<file path="src/rtl/cpu_pkg.sv">
// Shared definitions for the instruction sequencer: instruction fields, opcodes, FSM states.
// Pure declarations, no logic.
package cpu_pkg;

    localparam int INSTR_W  = 12;
    localparam int OPC_W    = 4;
    localparam int OPC_LSB  = 8;
    localparam int IMM_W    = 8;
    localparam int IMM_LSB  = 0;
    localparam int ALU_OP_W = 3;

    localparam logic [OPC_W-1:0] OP_JMP  = 4'h8;
    localparam logic [OPC_W-1:0] OP_JC   = 4'h9;
    localparam logic [OPC_W-1:0] OP_JNC  = 4'hA;
    localparam logic [OPC_W-1:0] OP_HALT = 4'hF;

    typedef enum logic [2:0] {
        IDLE,
        FETCH,
        DECODE,
        EXEC,
        HALT
    } state_t;

    // Opcodes with the top bit clear are passed straight to the operation block.
    function automatic logic is_alu(input logic [OPC_W-1:0] opc);
        return ~opc[OPC_W-1];
    endfunction

endpackage

</file>
<file path="src/rtl/control_unit_if.sv">
// Program-memory and operation-block signals of the sequencer.
// master = control_unit side, slave = memory / operation block side.
interface control_unit_if #(
    parameter int PC_WIDTH   = 8,
    parameter int DATA_WIDTH = 8
);
    import cpu_pkg::*;

    logic [PC_WIDTH-1:0]   instr_addr;
    logic [INSTR_W-1:0]    instr_data;
    logic                  carry_in;
    logic [ALU_OP_W-1:0]   operation_code;
    logic [DATA_WIDTH-1:0] in_b;
    logic                  aku_enable;

    modport master (
        output instr_addr, operation_code, in_b, aku_enable,
        input  instr_data, carry_in
    );

    modport slave (
        input  instr_addr, operation_code, in_b, aku_enable,
        output instr_data, carry_in
    );

endinterface

</file>
<file path="src/rtl/pc_counter.sv">
// Program counter register, priority clr > load > inc, wraps modulo 2^PC_WIDTH.
// Latency: 1 cycle from control to pc; no backpressure.
module pc_counter #(
    parameter int PC_WIDTH = 8
) (
    input  logic                clk,
    input  logic                rst_n,
    input  logic                clr,
    input  logic                load,
    input  logic [PC_WIDTH-1:0] load_val,
    input  logic                inc,
    output logic [PC_WIDTH-1:0] pc
);

    always_ff @(posedge clk or negedge rst_n) begin
        if (!rst_n)    pc <= '0;
        else if (clr)  pc <= '0;
        else if (load) pc <= load_val;
        else if (inc)  pc <= pc + PC_WIDTH'(1);
    end

endmodule

</file>
<file path="src/rtl/control_unit.sv">
// Instruction sequencer: fetch/decode/exec of 12-bit instructions feeding operation_block.
// Latency: 3 cycles per instruction; no backpressure, start is ignored while busy.
module control_unit
    import cpu_pkg::*;
#(
    parameter int PC_WIDTH   = 8,
    parameter int DATA_WIDTH = 8
) (
    input  logic           clk,
    input  logic           rst_n,
    input  logic           start,
    output logic           busy,
    output logic           halted,
    control_unit_if.master bus
);

    state_t                state, state_nxt;
    logic [INSTR_W-1:0]    ir;
    logic                  c_reg;
    logic [PC_WIDTH-1:0]   pc;
    logic                  pc_clr, pc_load, pc_inc;
    logic                  aku;
    logic [ALU_OP_W-1:0]   op_code_q;
    logic [DATA_WIDTH-1:0] in_b_q;

    logic [OPC_W-1:0] ir_opc, dec_opc;
    logic [IMM_W-1:0] ir_imm, dec_imm;

    assign ir_opc  = ir[OPC_LSB +: OPC_W];
    assign ir_imm  = ir[IMM_LSB +: IMM_W];
    assign dec_opc = bus.instr_data[OPC_LSB +: OPC_W];
    assign dec_imm = bus.instr_data[IMM_LSB +: IMM_W];

    pc_counter #(.PC_WIDTH(PC_WIDTH)) u_pc (
        .clk      (clk),
        .rst_n    (rst_n),
        .clr      (pc_clr),
        .load     (pc_load),
        .load_val (PC_WIDTH'(ir_imm)),
        .inc      (pc_inc),
        .pc       (pc)
    );

    always_ff @(posedge clk or negedge rst_n) begin
        if (!rst_n) state <= IDLE;
        else        state <= state_nxt;
    end

    always_comb begin
        state_nxt = state;
        busy      = 1'b0;
        halted    = 1'b0;
        aku       = 1'b0;
        pc_clr    = 1'b0;
        pc_load   = 1'b0;
        pc_inc    = 1'b0;
        case (state)
            IDLE:   if (start) state_nxt = FETCH;
            FETCH:  begin busy = 1'b1; state_nxt = DECODE; end
            DECODE: begin busy = 1'b1; state_nxt = EXEC; end
            EXEC: begin
                busy      = 1'b1;
                state_nxt = FETCH;
                if (is_alu(ir_opc)) begin
                    aku    = 1'b1;
                    pc_inc = 1'b1;
                end else begin
                    case (ir_opc)
                        OP_JMP:  pc_load = 1'b1;
                        OP_JC:   begin pc_load = c_reg;  pc_inc = ~c_reg; end
                        OP_JNC:  begin pc_load = ~c_reg; pc_inc = c_reg;  end
                        OP_HALT: state_nxt = HALT;
                        default: pc_inc = 1'b1;
                    endcase
                end
            end
            HALT: begin
                halted = 1'b1;
                if (start) begin
                    pc_clr    = 1'b1;
                    state_nxt = FETCH;
                end
            end
            default: state_nxt = IDLE;
        endcase
    end

    // Operand registers load at the end of DECODE so they are valid for the whole EXEC cycle.
    always_ff @(posedge clk or negedge rst_n) begin
        if (!rst_n) begin
            ir        <= '0;
            c_reg     <= 1'b0;
            op_code_q <= '0;
            in_b_q    <= '0;
        end else begin
            if (state == DECODE) begin
                ir <= bus.instr_data;
                if (is_alu(dec_opc)) begin
                    op_code_q <= dec_opc[ALU_OP_W-1:0];
                    in_b_q    <= DATA_WIDTH'(dec_imm);
                end
            end
            if (state == EXEC && is_alu(ir_opc)) c_reg <= bus.carry_in;
            else if (state == HALT && start)     c_reg <= 1'b0;
        end
    end

    assign bus.instr_addr     = pc;
    assign bus.operation_code = op_code_q;
    assign bus.in_b           = in_b_q;
    assign bus.aku_enable     = aku;

endmodule
</file>
<file path="src/flat_wrapper.sv">
// flat-port wrapper written by rule: the top's interface ports become plain ports
module control_unit_flat import cpu_pkg::*;
#(
    parameter int PC_WIDTH   = 8,
    parameter int DATA_WIDTH = 8
)
  (clk, rst_n, start, busy, halted, bus_instr_addr, bus_operation_code, bus_in_b, bus_aku_enable, bus_instr_data, bus_carry_in);
  control_unit_if #(.PC_WIDTH(PC_WIDTH), .DATA_WIDTH(DATA_WIDTH)) bus_i ();
  input  logic clk;
  input  logic rst_n;
  input  logic start;
  output logic busy;
  output logic halted;
  output wire logic [$bits(bus_i.instr_addr)-1:0] bus_instr_addr;
  output wire logic [$bits(bus_i.operation_code)-1:0] bus_operation_code;
  output wire logic [$bits(bus_i.in_b)-1:0] bus_in_b;
  output wire logic [$bits(bus_i.aku_enable)-1:0] bus_aku_enable;
  input wire logic [$bits(bus_i.instr_data)-1:0] bus_instr_data;
  input wire logic [$bits(bus_i.carry_in)-1:0] bus_carry_in;
  assign bus_instr_addr = bus_i.instr_addr;
  assign bus_operation_code = bus_i.operation_code;
  assign bus_in_b = bus_i.in_b;
  assign bus_aku_enable = bus_i.aku_enable;
  assign bus_i.instr_data = bus_instr_data;
  assign bus_i.carry_in = bus_carry_in;
  control_unit #(.PC_WIDTH(PC_WIDTH), .DATA_WIDTH(DATA_WIDTH)) u_core (.clk(clk), .rst_n(rst_n), .start(start), .busy(busy), .halted(halted), .bus(bus_i));
endmodule
</file>
<file path="config.mk">
export PLATFORM = sky130hd
export DESIGN_NAME = control_unit_flat
export DESIGN_NICKNAME = d
export VERILOG_FILES = /design/src/rtl/cpu_pkg.sv /design/src/rtl/control_unit_if.sv /design/src/rtl/pc_counter.sv /design/src/rtl/control_unit.sv /design/src/flat_wrapper.sv
export SDC_FILE = /design/constraint.sdc
export NUM_CORES = 1
export LEC_CHECK = 0
export CAP_MARGIN = 20
export CELL_PAD_IN_SITES_DETAIL_PLACEMENT = 0
export CELL_PAD_IN_SITES_GLOBAL_PLACEMENT = 1
export CORE_UTILIZATION = 35
export DETAILED_ROUTE_END_ITERATION = 8
export PLACE_DENSITY_LB_ADDON = 0.1
export SLEW_MARGIN = 20
export SYNTH_ARGS = -nofsm -noshare
export SYNTH_HDL_FRONTEND = slang
export SYNTH_SLANG_ARGS = --single-unit
</file>
<file path="constraint.sdc">
create_clock -name clk -period 1.45 [get_ports clk]
set_clock_uncertainty 0.2 [all_clocks]
set_input_delay 0.2175 -clock clk [delete_from_list [all_inputs] [get_ports clk]]
set_output_delay 0.2175 -clock clk [all_outputs]
set_load 0.005 [all_outputs]
</file>
---- Word level (Yosys, flattened, before mapping) ----
Index checks and enable logic that the tools add are counted.
cells by class
  add/sub/neg operators ................... 1
  eq/ne operators ......................... 9
  muxes and demuxes ....................... 21
  bitwise gates (word level) .............. 3
  reductions and logical operators ........ 9
operator list
  cell                 number
  $mux 8               3
  $eq 4x4->1 const B   4
  $mux 1               12
  $pmux 3 s4           1
  $mux 3               3
  $add 8x1->8 const B  1
  $eq 3x2->1 const B   2
  $pmux 1 s3           2
  $reduce_or 2->1      2
  $eq 3x1->1 const B   1
  $eq 3x3->1 const B   1
  $logic_not 3->1      1
  $not 1->1            3
  $reduce_bool 3->1    1
  $reduce_or 3->1      1
  $logic_and 1x1->1    2
  $ne 2x1->1 const B   1
  $reduce_and 2->1     1
  $reduce_bool 2->1    1
storage, ports and cells
  flip-flop bits (word level) ............. 35
  input port bits ......................... 16
  word-level logic and storage cells ...... 49

---- Depth between registers and ports, before layout ----
Gate-level depths: netlist (run 1).
  depth after elaboration ................. 8
  depth in mapped cells ................... 6
  depth with buffers taken out ............ 5

---- Modules after synthesis ----
From an unflattened synthesis (run 1), not the netlist that was laid out.
second synthesis, totals
  cells, all modules ...................... 128
  area, all modules ....................... 1559.0 µm²
by module, submodules not included
  module        instances  cells an instance  area each (µm²)
  control_unit  1          81                 1122.3
  pc_counter    1          47                 436.7

---- Least setup slack after synthesis (run 1) ----
No wires, ideal clock.
  path type ............................... reg-to-reg
  start ................................... register u_core.state[2]
  end ..................................... register u_core.in_b_q[0], in the netlist u_core.bus.in_b[0]
  arrival time ............................ 1.290 ns
  slack ................................... -0.167 ns
  stages on the path, launching flop included .. 5
  period minus slack after synthesis ...... 1.617 ns
  cell sequence ........................... dfrtp_1 > nand2b_1 > nor3_2 > buf_2 > mux2_1
on the way
  longest elaborated chain between the ends .. 2
RTL lines
  element                     line                 text
  from (decl)                 control_unit.sv:17   state_t state, state_nxt;
  from (signal assigned)      control_unit.sv:46   else state <= state_nxt;
  $eq 3x2->1                  control_unit.sv:96   if (state == DECODE) begin
  $reduce_and 2->1 (no line)  -
  to (signal assigned)        control_unit.sv:100  in_b_q <= DATA_WIDTH'(dec_imm);
  to (decl)                   control_unit.sv:24   logic [DATA_WIDTH-1:0] in_b_q;
No other way between the ends.
A chain may end at the register's enable or synchronous reset.

---- Final worst setup path (run 1) ----
  start ................................... register u_core.state[2]
  end ..................................... register u_core.in_b_q[3], in the netlist u_core.bus.in_b[3]
The elaborated chain is that of the path after synthesis.

==> flow_metrics.py, run 1 <==
metrics = {
    "route": {
        "wl_met3_um": 156,
        "route.met2.wl_um": 1768,
        "drt-initial-drc-count": 33,
        "vias": 1317,
        "postRouteAntennaNets": 0,
        "firstDrtPassIters": 4,
        "routed_wl_um": 3758,
        "post_drt_wl_per_cell_um": 14.18,
        "drc": 0,
        "met1_length_um": 1761,
        "drt-vias-per-instance": 4.970,
        "top_layer_used": "met4",
    },
    "floorplan": {
        "boundaryPins": 38,
        "die_w_um": 69.49,
        "start_util_pct": 36.61,
        "die_y_um": 69.49,
        "core_area_mm2": 0.004354,
        "die_area_mm2": 0.004828,
        "rows": 24,
    },
    "synthesis": {
        "syn-cell-area_mm2": 0.001594,
        "synth_ff_type": "dfrtp_1",
        "ys_types": 35,
        "ys_seq_elements": 35,
        "synth_area_per_cell_um2": 12.17,
        "synth_edf_count": 0,
        "synthCells": 131,
        "syn_nets": 148,
        "ys_seq_area_share_pct": 54.95,
        "yosysWarnings": 0,
        "ys_async_sr_fraction_pct": 100.0,
    },
    "placement": {
        "post-dp-hpwl_um": 2474,
        "gp_congestion": 0.8137,
        "place_area_mm2": 0.002246,
        "port_buffers": 37,
    },
    "global_routing": {
        "grt-ovfl-total": 0,
        "grt_pass1_vias": 1339,
        "antenna_found_initial": 0,
        "grt_usage_pct": 16.92,
        "grt_pass1_wl_um": 6410,
        "grt_max_degree": 36,
    },
    "clocking": {
        "htreeDepth": 2,
        "clock_path_buffers": 2,
        "clock-sinks": 35,
        "cts.clk_slew.worst_paths_ns": 0.08,
        "postCtsHoldBufs": 0,
        "cts_tree": "done",
        "numCtsBuffers": 5,
        "cts_root_buf": "clkbuf_8",
        "clk_latency_ns": 0.29,
    },
    "worst_setup_path": {
        "cp_max_fo": 11,
        "critPathCaptureType": "register",
        "regToRegStartpoint": "u_core.state[2]$_DFFE_PN0P_",
        "startpoint_type": "register",
        "critPathArrivalTime_ns": 1.73,
        "ff2ff_setup_slack_ns": -0.30,
        "startpoint": "u_core.state[2]$_DFFE_PN0P_",
        "ff2ff_path_depth": 6,
        "r2r-end": "u_core.bus.in_b[3]$_DFFE_PN0P_",
        "crit_required_ns": 1.42,
        "critical_path_class": "register to register",
    },
    "power_and_ir_drop": {
        "p_sw_share_pct": 32.96,
        "p_seq_share_pct": 32.3,
        "peakVddDrop_v": 0.0008062,
        "p_int_w": 0.003593,
        "clockPowerShare_pct": 16.3,
        "p_per_area_mw_per_mm2": 2086,
        "static-leakage-power_nw": 1.205,
        "switching_power_w": 0.001766,
        "finalPower_w": 0.005359,
        "combPwrFrac_pct": 51.4,
    },
    "finish": {
        "syn_to_final_growth_pct": 61.15,
        "largest_register_ffs": 12,
        "multiInputGateArea_um2": 762.0,
        "antennaDiodeCount": 0,
        "regArea_um2": 875.8,
        "nets": 229,
        "finish.instance_area_mm2": 0.002569,
        "layout-drive-gt1-share_pct": 37.56,
        "fillers": 367,
        "top_register": "u_core.ir",
    },
    "hold_path": {
        "hold_path.class": "input pin to asynchronous set/reset pin",
    },
    "sta": {
        "worstMarginPinSlew_ns": 0.3058,
        "hold_viol": 0,
        "fin_crit_ns": 1.751,
        "fmax_mhz": 571.0,
        "slew_headroom_pct": 79.03,
        "setup_viol": 36,
        "fin_ws_ns": -0.3014,
        "fin_crit_sh_pct": 120.8,
        "drv_slew": 0,
        "rsz0062_at_grt": "yes",
    },
    "run_status": {
        "violations": "setup timing",
        "status": "finished, violations left",
    },
    "job": {
        "cap_violations": 0,
    },
}
==> through the flow <==
step / worst slack, ns / util [%] / hold slack, ns / std cells / TNS [ns]
2_1_floorplan: -0.06745 / - / -0.2781 / 131 / -1.605
3_3_place_gp: -0.2441 / 51.58 / 0.2700 / 239 / -5.274
3_5_place_dp: -0.2775 / 51.58 / 0.2759 / 239 / -6.312
4_1_cts: -0.3033 / 58.22 / 0.1040 / 265 / -9.136
5_1_grt: -0.3463 / 58.99 / 0.1114 / 265 / -11.01
6_report: -0.3014 / 58.99 / 0.09850 / 265 / -9.146
==> routing by layer <==
layer / vias to the layer above / track usage [%]
met5: - / 0
met4: 0 / 6.803
met3: 8 / 4.506
met2: 35 / 26.11
met1: 645 / 22.59
li1: 629 / -
==> layout by cell type (no fill, tap or decap), drive strengths merged, types with 6 or more instances in the layout <==
| cell | n |
|---|---|
| buf | 45 |
| dfrtp | 35 |
| mux2 | 23 |
| dlygate4sd2 | 19 |
| clkdlybuf4s50 | 15 |
| nand2 | 9 |
| inv | 7 |
| a21oi | 7 |
| nor2 | 6 |
==> final cells by class <==
type	count	area share (%)
Timing Repair Buffer	79	28.30
Inverter	7	1.023
Multi-Input combinational cell	84	29.66
Tap cell	52	2.533
Sequential cell	35	34.10
Clock buffer	5	2.679
Clock inverter	3	1.705
==> logic make-up after synthesis <==
group                    Yosys count  synth area share, %
AND/OR/NAND/NOR                   33                10.91
buffers and inverters             12                4.081
adder cells (fa/ha/maj)            1               0.7848
XOR/XNOR                           1               0.5496
flip-flops                        35                54.95
AO/OA/AOI/OAI                     24                11.23
multiplexers                      25                17.50
==> cells in the mapped netlist (all sizes together) (2+ instances only) <==
| cell type | n | area, um2 |
|---|---|---|
| a21oi | 7 | 38.79 |
| a22oi | 2 | 15.01 |
| a32oi | 3 | 33.79 |
| and3 | 3 | 18.77 |
| buf | 5 | 38.78 |
| dfrtp | 35 | 875.8 |
| inv | 7 | 26.27 |
| mux2 | 23 | 259.0 |
| mux2i | 2 | 20.02 |
| nand2 | 9 | 33.78 |
| nand3 | 5 | 25.02 |
| nand3b | 3 | 22.52 |
| nor2 | 6 | 22.52 |
| nor3 | 2 | 15.01 |
| o211ai | 3 | 27.52 |
| o21ai | 4 | 20.02 |
==> critical path, stage by stage, from the launching register on <==
cell and delay, ns:
dfrtp_1 0.39, buf_6 0.12, buf_4 0.13, nand2b_4 0.15
nor3_4 0.16, buf_12 0.17, mux2_1 0.31
==> worst max path at each step <==
stage                                                to
5_1_grt                   u_core.u_pc.pc[2]$_DFFE_PN0P_
3_5_place_dp             u_core.bus.in_b[6]$_DFFE_PN0P_
4_1_cts                   u_core.u_pc.pc[2]$_DFFE_PN0P_
2_1_floorplan                 u_core.ir[10]$_DFFE_PN0N_
6_report                 u_core.bus.in_b[3]$_DFFE_PN0P_
3_3_place_gp   u_core.bus.operation_code[0]$_DFFE_PN0P_
==> power groups by stage <==
stage               clock network (W)  registers [W]  logic [W]
floorplan                           0        0.00176    0.00113
global placement                    0        0.00181    0.00219
detailed placement                  0        0.00183    0.00224
CTS                          0.000899        0.00172    0.00266
global route                 0.000950        0.00179    0.00299
finish                       0.000874        0.00173    0.00276
==> what timing repair did <==
item	4_1_cts	5_1_grt
cloned	1	0
pin swaps	8	1
setup endpoints to repair	53	36
buffers inserted	17	1
resized for setup	54	9
hold endpoints to repair	0	0
No activity file was read; power rests on OpenSTA's default activity.
==> inputs of run 2 (changes only) <==
Settings changed: CAP_MARGIN 20 to not set, CORE_MARGIN set to 2.
==> run 2 against run 1 <==
The flow still finishes with violations (setup timing). Die area up 5.8%. Total power grew 3.8%. Sequential cell count stayed put. Critical path depth increased by 1. Design area increased by 2.0%. Combinational power grew 13%. Final cell count grew 0.38%. Critical path type unchanged. Critical endpoint is now u_core.u_pc.pc[5]$_DFFE_PN0P_.
==> flow_metrics.py, run 2 (synthesis results as in run 1) <==
metrics = {
    "sta": {
        "setup_viol": 35,
        "fmax_mhz": 573.6,
        "hold_viol": 0,
        "fin_crit_ns": 1.743,
        "worstMarginPinSlew_ns": 0.3098,
        "fin_tns_setup_ns": -7.780,
        "drv_slew": 0,
        "fin_crit_sh_pct": 120.2,
        "slew_headroom_pct": 78.75,
        "rsz0062_at_grt": "yes",
        "fin_ws_ns": -0.2935,
    },
    "global_routing": {
        "antenna_found_initial": 0,
        "grt_pass1_vias": 1287,
        "grt-ovfl-total": 0,
        "grt_usage_pct": 16.15,
        "grt_pass1_wl_um": 6458,
        "grt_max_degree": 36,
    },
    "hold_path": {
        "hold_path.class": "input pin to asynchronous set/reset pin",
    },
    "finish": {
        "layout-drive-gt1-share_pct": 45.33,
        "fillers": 368,
        "largest_register_ffs": 12,
        "antennaDiodeCount": 0,
        "final_common_cell": "dfrtp_1",
        "finish.instance_area_mm2": 0.002621,
        "layout_common_cells": "dfrtp_1, buf_4, mux2_4",
        "final_util_pct": 59.79,
        "nets": 230,
        "syn_to_final_growth_pct": 64.44,
        "top_register": "u_core.ir",
    },
    "placement": {
        "place_area_mm2": 0.002233,
        "port_buffers": 37,
        "gp_congestion": 0.7688,
        "place_ws_ns": -0.2755,
        "post-dp-hpwl_um": 2450,
    },
    "worst_setup_path": {
        "crit_slowest_cell": "dfrtp_1",
        "cp_slowest_stage_delay_ns": 0.37,
        "startpoint_type": "register",
        "critPathArrivalTime_ns": 1.75,
        "cp_max_fo": 6,
        "critPathCaptureType": "register",
        "crit_family": "compound AO/OA/AOI/OAI gates",
        "path_cells": "buf_6 > nand3b_1 > buf_6 > a211oi_4 > buf_6 > a21oi_2 > o211ai_1",
        "critical_path_class": "register to register",
        "crit_required_ns": 1.45,
        "crit_path_frequent_cell": "buf_6",
        "worstPathBufferInverterCount": 3,
    },
    "power_and_ir_drop": {
        "peakVddDrop_v": 0.001048,
        "finalPower_w": 0.005565,
        "p_per_area_mw_per_mm2": 2123,
        "static-leakage-power_nw": 1.218,
    },
    "run_status": {
        "violations": "setup timing",
        "status": "finished, violations left",
    },
    "route": {
        "vias": 1318,
        "firstDrtPassIters": 4,
        "drc": 0,
        "post_drt_wl_per_cell_um": 14.66,
        "drt-initial-drc-count": 42,
        "postRouteAntennaNets": 0,
        "routed_wl_um": 3899,
        "drt-vias-per-instance": 4.955,
    },
    "floorplan": {
        "die_area_mm2": 0.005110,
        "core_area_mm2": 0.004384,
        "die_y_um": 71.49,
        "rows": 24,
        "start_util_pct": 36.36,
        "die_w_um": 71.49,
        "boundaryPins": 38,
    },
    "clocking": {
        "cts_root_buf": "clkbuf_8",
        "clk_latency_ns": 0.29,
        "cts_tree": "done",
        "htreeDepth": 2,
        "cts.clk_slew.worst_paths_ns": 0.08,
        "clock-sinks": 35,
        "clock_path_buffers": 2,
        "numCtsBuffers": 5,
    },
    "job": {
        "cap_violations": 0,
    },
}
==> run 2: cell count changes in the layout (fill, tap and decap cells not counted), sizes merged <==
| cell | previous run | this run |
|---|---|---|
| bufinv | 1 | 0 |
| buf | 45 | 44 |
| clkinvlp | 0 | 2 |
| clkdlybuf4s15 | 0 | 1 |
| clkinv | 2 | 1 |
| dlygate4sd2 | 19 | 20 |
==> run 2: power by group <==
group	total (W)	switching [W]	internal, W	leakage, nW
registers	0.00174	0.000290	0.00145	0.426
clock network	0.000706	0.000372	0.000334	0.0402
logic	0.00312	0.00121	0.00191	0.752
total	0.00557	0.00187	0.00369	1.22
==> run 2: repair_timing <==
item                                    4_1_cts  5_1_grt
gates cloned                                  2        0
hold buffers                                  0        0
gates resized for setup                      62       20
setup buffers                                15        5
endpoints found under the setup margin       53       35
pin swaps                                    10        9
==> run 2: cell type report <==
type / count / area, um2 / area share [%]
well taps: 52 / 65.06 / 2.482
repair buffers: 80 / 738.2 / 28.16
inverters: 7 / 26.28 / 1.002
multi-input cells: 84 / 827.0 / 31.55
flip-flops and latches: 35 / 875.8 / 33.41
clock buffers: 5 / 68.82 / 2.625
clock inverters: 3 / 20.02 / 0.7637
==> run 2: metrics by stage <==
step           hold WS, ns  std cells
2_1_floorplan      -0.2781        131
3_3_place_gp        0.2697        239
3_5_place_dp        0.2740        239
4_1_cts             0.1004        264
5_1_grt             0.1168        266
6_report           0.08802        266
==> run 2: routing by layer <==
metal / up-vias / share of wire, % / global-route usage (%)
li1: 636 / - / -
met1: 641 / 49 / 24.09
met2: 35 / 45 / 22.94
met3: 6 / 4.9 / 4.782
met4: 0 / 1.1 / 4.403
met5: - / 0 / 0
==> run 2: path summary, 6_finish.rpt <==
check,endpoint,start,cells past startpoint,slack [ns]
max,u_core.u_pc.pc[5]$_DFFE_PN0P_,u_core.state[1]$_DFFE_PN0P_,7,-0.29
min,u_core.u_pc.pc[3]$_DFFE_PN0P_,rst_n,2,0.09
max reg2reg,u_core.u_pc.pc[5]$_DFFE_PN0P_,u_core.state[1]$_DFFE_PN0P_,7,-0.29
min reg2reg,u_core.bus.in_b[4]$_DFFE_PN0P_,u_core.bus.in_b[4]$_DFFE_PN0P_,1,0.31
max in group asynchronous,u_core.state[2]$_DFFE_PN0P_,rst_n,2,0.77
min in group clk,u_core.bus.in_b[4]$_DFFE_PN0P_,u_core.bus.in_b[4]$_DFFE_PN0P_,1,0.31
==> RTL change 1 (flow settings as in run 1) <==
Register the output `halted`, cleared by the reset; this adds one clock of latency there. The other outputs are not delayed to match.
--- a/src/rtl/control_unit.sv
+++ b/src/rtl/control_unit.sv
@@ -14,4 +14,6 @@
     control_unit_if.master bus
 );
+
+    logic halted_d;
 
     state_t                state, state_nxt;
@@ -50,5 +52,5 @@
         state_nxt = state;
         busy      = 1'b0;
-        halted    = 1'b0;
+        halted_d  = 1'b0;
         aku       = 1'b0;
         pc_clr    = 1'b0;
@@ -76,5 +78,5 @@
             end
             HALT: begin
-                halted = 1'b1;
+                halted_d = 1'b1;
                 if (start) begin
                     pc_clr    = 1'b1;
@@ -111,3 +113,11 @@
     assign bus.aku_enable     = aku;
 
+    always_ff @(posedge clk or negedge rst_n) begin
+        if (!rst_n) begin
+            halted <= '0;
+        end else begin
+            halted <= halted_d;
+        end
+    end
+
 endmodule
Function: changed (Yosys sat finds a counterexample within 10 cycles, from zero or initial values and one cycle with rst_n low).
==> RTL change 1 against run 1 <==
- the flow still finishes with violations (setup timing)
- area after synthesis grew 1.0%
- first-iteration DRC count grew to 2.6 times the old value
- global-route usage shrank 0.38 points
- critical path type unchanged
- sequential power grew 3%
- final area grew 0.78%
- worst setup slack gained 0.039 ns
- highest routed layer unchanged
- worst hold slack gained 0.11 ns
- largest cell class unchanged
- power shrank 0.37%
- wire length shrank 0.32%
- sequential cell count grew 1
- synthesized cell count grew 0.76%
- critical endpoint is now u_core.u_pc.pc[5]
==> RTL change 1: results (changes against run 1) <==
total clock sinks=36 (was 35); total power density per cell area=2062 nW/um^2 (was 2086 nW/um^2); net load switching power=1781 uW (was 1766 uW); total of endpoints with negative setup slack in the final report=36 (unchanged); worst slack at placement=-0.2867 ns (was -0.2775 ns); cell total after placement=237 (was 239); M1 WL=1.807 mm (was 1.761 mm); static power due to leakage=0.001220 uW (was 0.001205 uW); Mapped Cells=132 (was 131); hold buffers post-CTS=1 (was 0); wire length after detailed routing=3.746 mm (was 3.758 mm); adder-cell share of the synthesized area=0.007770 (was 0.007849); DP Wirelength=2.407 mm (was 2.474 mm); outcome=finished with violations (unchanged); crit path setup slack, layout=-0.2625 ns (was -0.3014 ns); Vias/cell=4.996 (was 4.970); via count of the first global-routing pass=1287 (was 1339); Placed Area=2231 um^2 (was 2246 um^2); met1 Usage GRT=0.2357 (was 0.2259); number of buffers other than clock buffers in the final layout=74 (was 79); share of cell area taken by muxes after synthesis=0.1733 (was 0.1750); Area contributors post-synth=sky130_fd_sc_hd__dfrtp_1 (56%), sky130_fd_sc_hd__mux2_1 (14%), sky130_fd_sc_hd__nand2_1 (2.1%) (was sky130_fd_sc_hd__dfrtp_1 (55%), sky130_fd_sc_hd__mux2_1 (16%), sky130_fd_sc_hd__nand2_1 (2.1%)); violations in the final reports=setup timing (unchanged); final-layout non-clock buffer area share=0.2740 (was 0.2830); switching share of power=0.3336 (was 0.3296); maximum net fanout on the critical path=6 (was 11); Routed met2 length=1.684 mm (was 1.768 mm); buffers inserted by post-CTS timing repair=12 (was 17); relative area of clock buffers and inverters in the final design=0.03383 (was 0.04384); final total negative setup slack=-6.874 ns (was -9.146 ns); sequential cell power=1790 uW (was 1730 uW); combinational group share of total power=0.528 (was 0.514); global routing met2 resource utilization=0.2382 (was 0.2611); synthesized-area fraction occupied by xor and xnor cells=0.005439 (was 0.005495); final standard cell count with taps included and fillers excluded=261 (was 265); Max transition margin=0.7970 (was 0.7903); count of distinct cell types in the synthesized netlist=33 (was 35); area taken by multi-input logic gates=797.0 um^2 (was 762.0 um^2)
RTL change 1: changes by cell type in the layout (fill, tap and decap cells not counted), sizes merged:
cell,before,now
buf,45,38
bufinv,1,0
clkbuf,5,6
clkinv,2,3
dfrtp,35,36
dlygate4sd3,0,1
RTL change 1: worst paths after layout:
path                       slack, ns          startpoint  cells past startpoint                  to
hold reg to reg                 0.31  u_core.bus.in_b[6]                      1  u_core.bus.in_b[6]
setup / recovery               -0.26     u_core.state[2]                      7   u_core.u_pc.pc[5]
min in group clk                0.31  u_core.bus.in_b[6]                      1  u_core.bus.in_b[6]
max in group asynchronous       0.65               rst_n                      3     u_core.state[1]
hold / removal                  0.21               rst_n                      3   u_core.u_pc.pc[1]
setup reg to reg               -0.26     u_core.state[2]                      7   u_core.u_pc.pc[5]
RTL change 1: worst reg2reg max path: cells and delay by family, from the launching register on:
kind | cells | cell delay, ns
buf+inv | 3 | 0.44
compound gates | 3 | 0.40
flops | 1 | 0.40
simple gates | 1 | 0.19
==> RTL change 2 (settings of run 1) <==
Without the edit above. Register the input `start` before use, cleared by the reset. The logic sees it one clock later. The other inputs are not delayed to match. Comments in the files are not updated.
--- a/src/rtl/control_unit.sv
+++ b/src/rtl/control_unit.sv
@@ -14,4 +14,14 @@
     control_unit_if.master bus
 );
+
+    logic start_q;
+
+    always_ff @(posedge clk or negedge rst_n) begin
+        if (!rst_n) begin
+            start_q <= '0;
+        end else begin
+            start_q <= start;
+        end
+    end
 
     state_t                state, state_nxt;
@@ -56,5 +66,5 @@
         pc_inc    = 1'b0;
         case (state)
-            IDLE:   if (start) state_nxt = FETCH;
+            IDLE:   if (start_q) state_nxt = FETCH;
             FETCH:  begin busy = 1'b1; state_nxt = DECODE; end
             DECODE: begin busy = 1'b1; state_nxt = EXEC; end
@@ -77,5 +87,5 @@
             HALT: begin
                 halted = 1'b1;
-                if (start) begin
+                if (start_q) begin
                     pc_clr    = 1'b1;
                     state_nxt = FETCH;
@@ -102,5 +112,5 @@
             end
             if (state == EXEC && is_alu(ir_opc)) c_reg <= bus.carry_in;
-            else if (state == HALT && start)     c_reg <= 1'b0;
+            else if (state == HALT && start_q)     c_reg <= 1'b0;
         end
     end
Formal check against the unedited RTL: not equivalent (Yosys sat finds a counterexample within 4 cycles, from zero or initial values and one cycle with rst_n low).
==> RTL change 2 against run 1 <==
- the run still ends with setup timing left
- area after synthesis grew 1.0%
- wire length grew 5.1%
- clock power shrank 13%
- worst hold slack lost 0.0078 ns
- final area grew 4.2%
- power grew 5.5%
- sequential cell count grew 1
- worst setup slack gained 0.011 ns
- critical endpoint is now u_core.u_pc.pc[6]
- largest cell class unchanged
- highest routed layer unchanged
==> RTL change 2: results (changes against run 1) <==
outcome=finished with violations (unchanged); violations in the final reports=setup timing (unchanged); first-pass GRT wire length=6.417 mm (was 6.410 mm); launching element of the worst setup path=u_core.state[1] (was u_core.state[2]); reg2reg start=u_core.state[1] (was u_core.state[2]); Max transition margin=0.8416 (was 0.7903); Area contributors post-synth=sky130_fd_sc_hd__dfrtp_1 (56%), sky130_fd_sc_hd__mux2_1 (14%), sky130_fd_sc_hd__a21oi_1 (2.2%) (was sky130_fd_sc_hd__dfrtp_1 (55%), sky130_fd_sc_hd__mux2_1 (16%), sky130_fd_sc_hd__nand2_1 (2.1%)); Vias/cell=4.879 (was 4.970); depth of the worst register-to-register path=7 (was 6); Placed Area=2206 um^2 (was 2246 um^2); CP max stage delay=0.42 ns (was 0.39 ns); average detailed-routed wire length per instance=14.95 um (was 14.18 um); synthesized-area fraction occupied by xor and xnor cells=0.005439 (was 0.005495); Synth top cells by count=sky130_fd_sc_hd__dfrtp_1 (36), sky130_fd_sc_hd__mux2_1 (20), sky130_fd_sc_hd__nand2_1 (9) (was sky130_fd_sc_hd__dfrtp_1 (35), sky130_fd_sc_hd__mux2_1 (23), sky130_fd_sc_hd__nand2_1 (9)); final total negative setup slack=-8.574 ns (was -9.146 ns); routability congestion estimate from global placement=0.7576 (was 0.8137); share of cell area taken by muxes after synthesis=0.1733 (was 0.1750); worst slack at placement=-0.2837 ns (was -0.2775 ns); total of endpoints with negative setup slack in the final report=36 (unchanged); static power due to leakage=0.001253 uW (was 0.001205 uW); synthesized netlist net count=149 (was 148); maximum net fanout on the critical path=8 (was 11); DP Wirelength=2.402 mm (was 2.474 mm); Vias=1288 (was 1317); Min Hold Slack=0.09069 ns (was 0.09850 ns); arrival time at the worst endpoint=1.70 ns (was 1.73 ns); adder-cell share of the synthesized area=0.007770 (was 0.007849); cell total after placement=233 (was 239); count of distinct cell types in the synthesized netlist=33 (was 35); complex-gate fraction of the synthesized area=0.1088 (was 0.1122); Top delay family on crit path=simple AND/OR/NAND/NOR gates (was buffers and inverters); share of cells above drive strength 1=0.4387 (was 0.3756); final net count=228 (was 229); largest net degree at the start of global routing=37 (was 36); Global Route Usage Sum=0.1678 (was 0.1692); crit path setup slack, layout=-0.2906 ns (was -0.3014 ns); net load switching power=1843 uW (was 1766 uW); IR drop worst, VDD=1.048 mV (was 0.8062 mV); register area share after synthesis=0.5594 (was 0.5495); Avg Inst Size Synth=12.20 um^2 (was 12.17 um^2); Crit-path slowest cell=sky130_fd_sc_hd__dfrtp_2 (was sky130_fd_sc_hd__dfrtp_1)
-- RTL change 2: metal layers --
layer,track usage,vias to the layer above,routed length (um)
met5,0,-,0
met2,0.2479,29,1810
li1,-,636,-
met3,0.04215,2,165
met4,0.04444,0,17
met1,0.2457,621,1955
-- RTL change 2: cell type report --
| cell class | count | area [um^2] |
|---|---|---|
| clock buffers | 6 | 82.58 |
| clock inverters | 2 | 13.76 |
| repair buffers | 77 | 773.2 |
| well taps | 52 | 65.06 |
| inverters | 7 | 26.28 |
| flip-flops and latches | 36 | 902.1 |
| fillers | 341 | 1707 |
| multi-input cells | 84 | 814.5 |
-- RTL change 2: power groups by stage --
stage / sequential (uW) / combinational, uW / clock (uW)
floorplan: 1770 / 1140 / 0
global placement: 1830 / 2050 / 0
detailed placement: 1840 / 2100 / 0
CTS: 1770 / 2750 / 769
global route: 1850 / 3350 / 822
finish: 1790 / 3110 / 758
-- RTL change 2: worst max path at each step --
| stage | endpoint | slack, ns | cells past startpoint |
|---|---|---|---|
| 6_report | u_core.u_pc.pc[6] | -0.29 | 7 |
| 5_1_grt | u_core.u_pc.pc[6] | -0.35 | 7 |
| 4_1_cts | u_core.u_pc.pc[6] | -0.32 | 7 |
| 3_5_place_dp | u_core.bus.operation_code[1] | -0.28 | 4 |
| 3_3_place_gp | u_core.bus.operation_code[1] | -0.25 | 4 |
| 2_1_floorplan | u_core.ir[10] | -0.06 | 4 |
-- RTL change 2: logic make-up (layout without fill, tap and decap cells) --
group	Yosys count	after routing
compound gates	24	24
xor+xnor	1	1
fa+ha+maj	1	1
buf+inv	12	92
flops	36	36
mux	25	25
simple gates	33	33
-- RTL change 2: repair_timing --
item	in CTS	in global routing
pin swaps	7	10
resized for setup	65	13
cloned	1	1
endpoints found under the setup margin	53	35
setup buffers	17	5
endpoints found under the hold margin	0	0
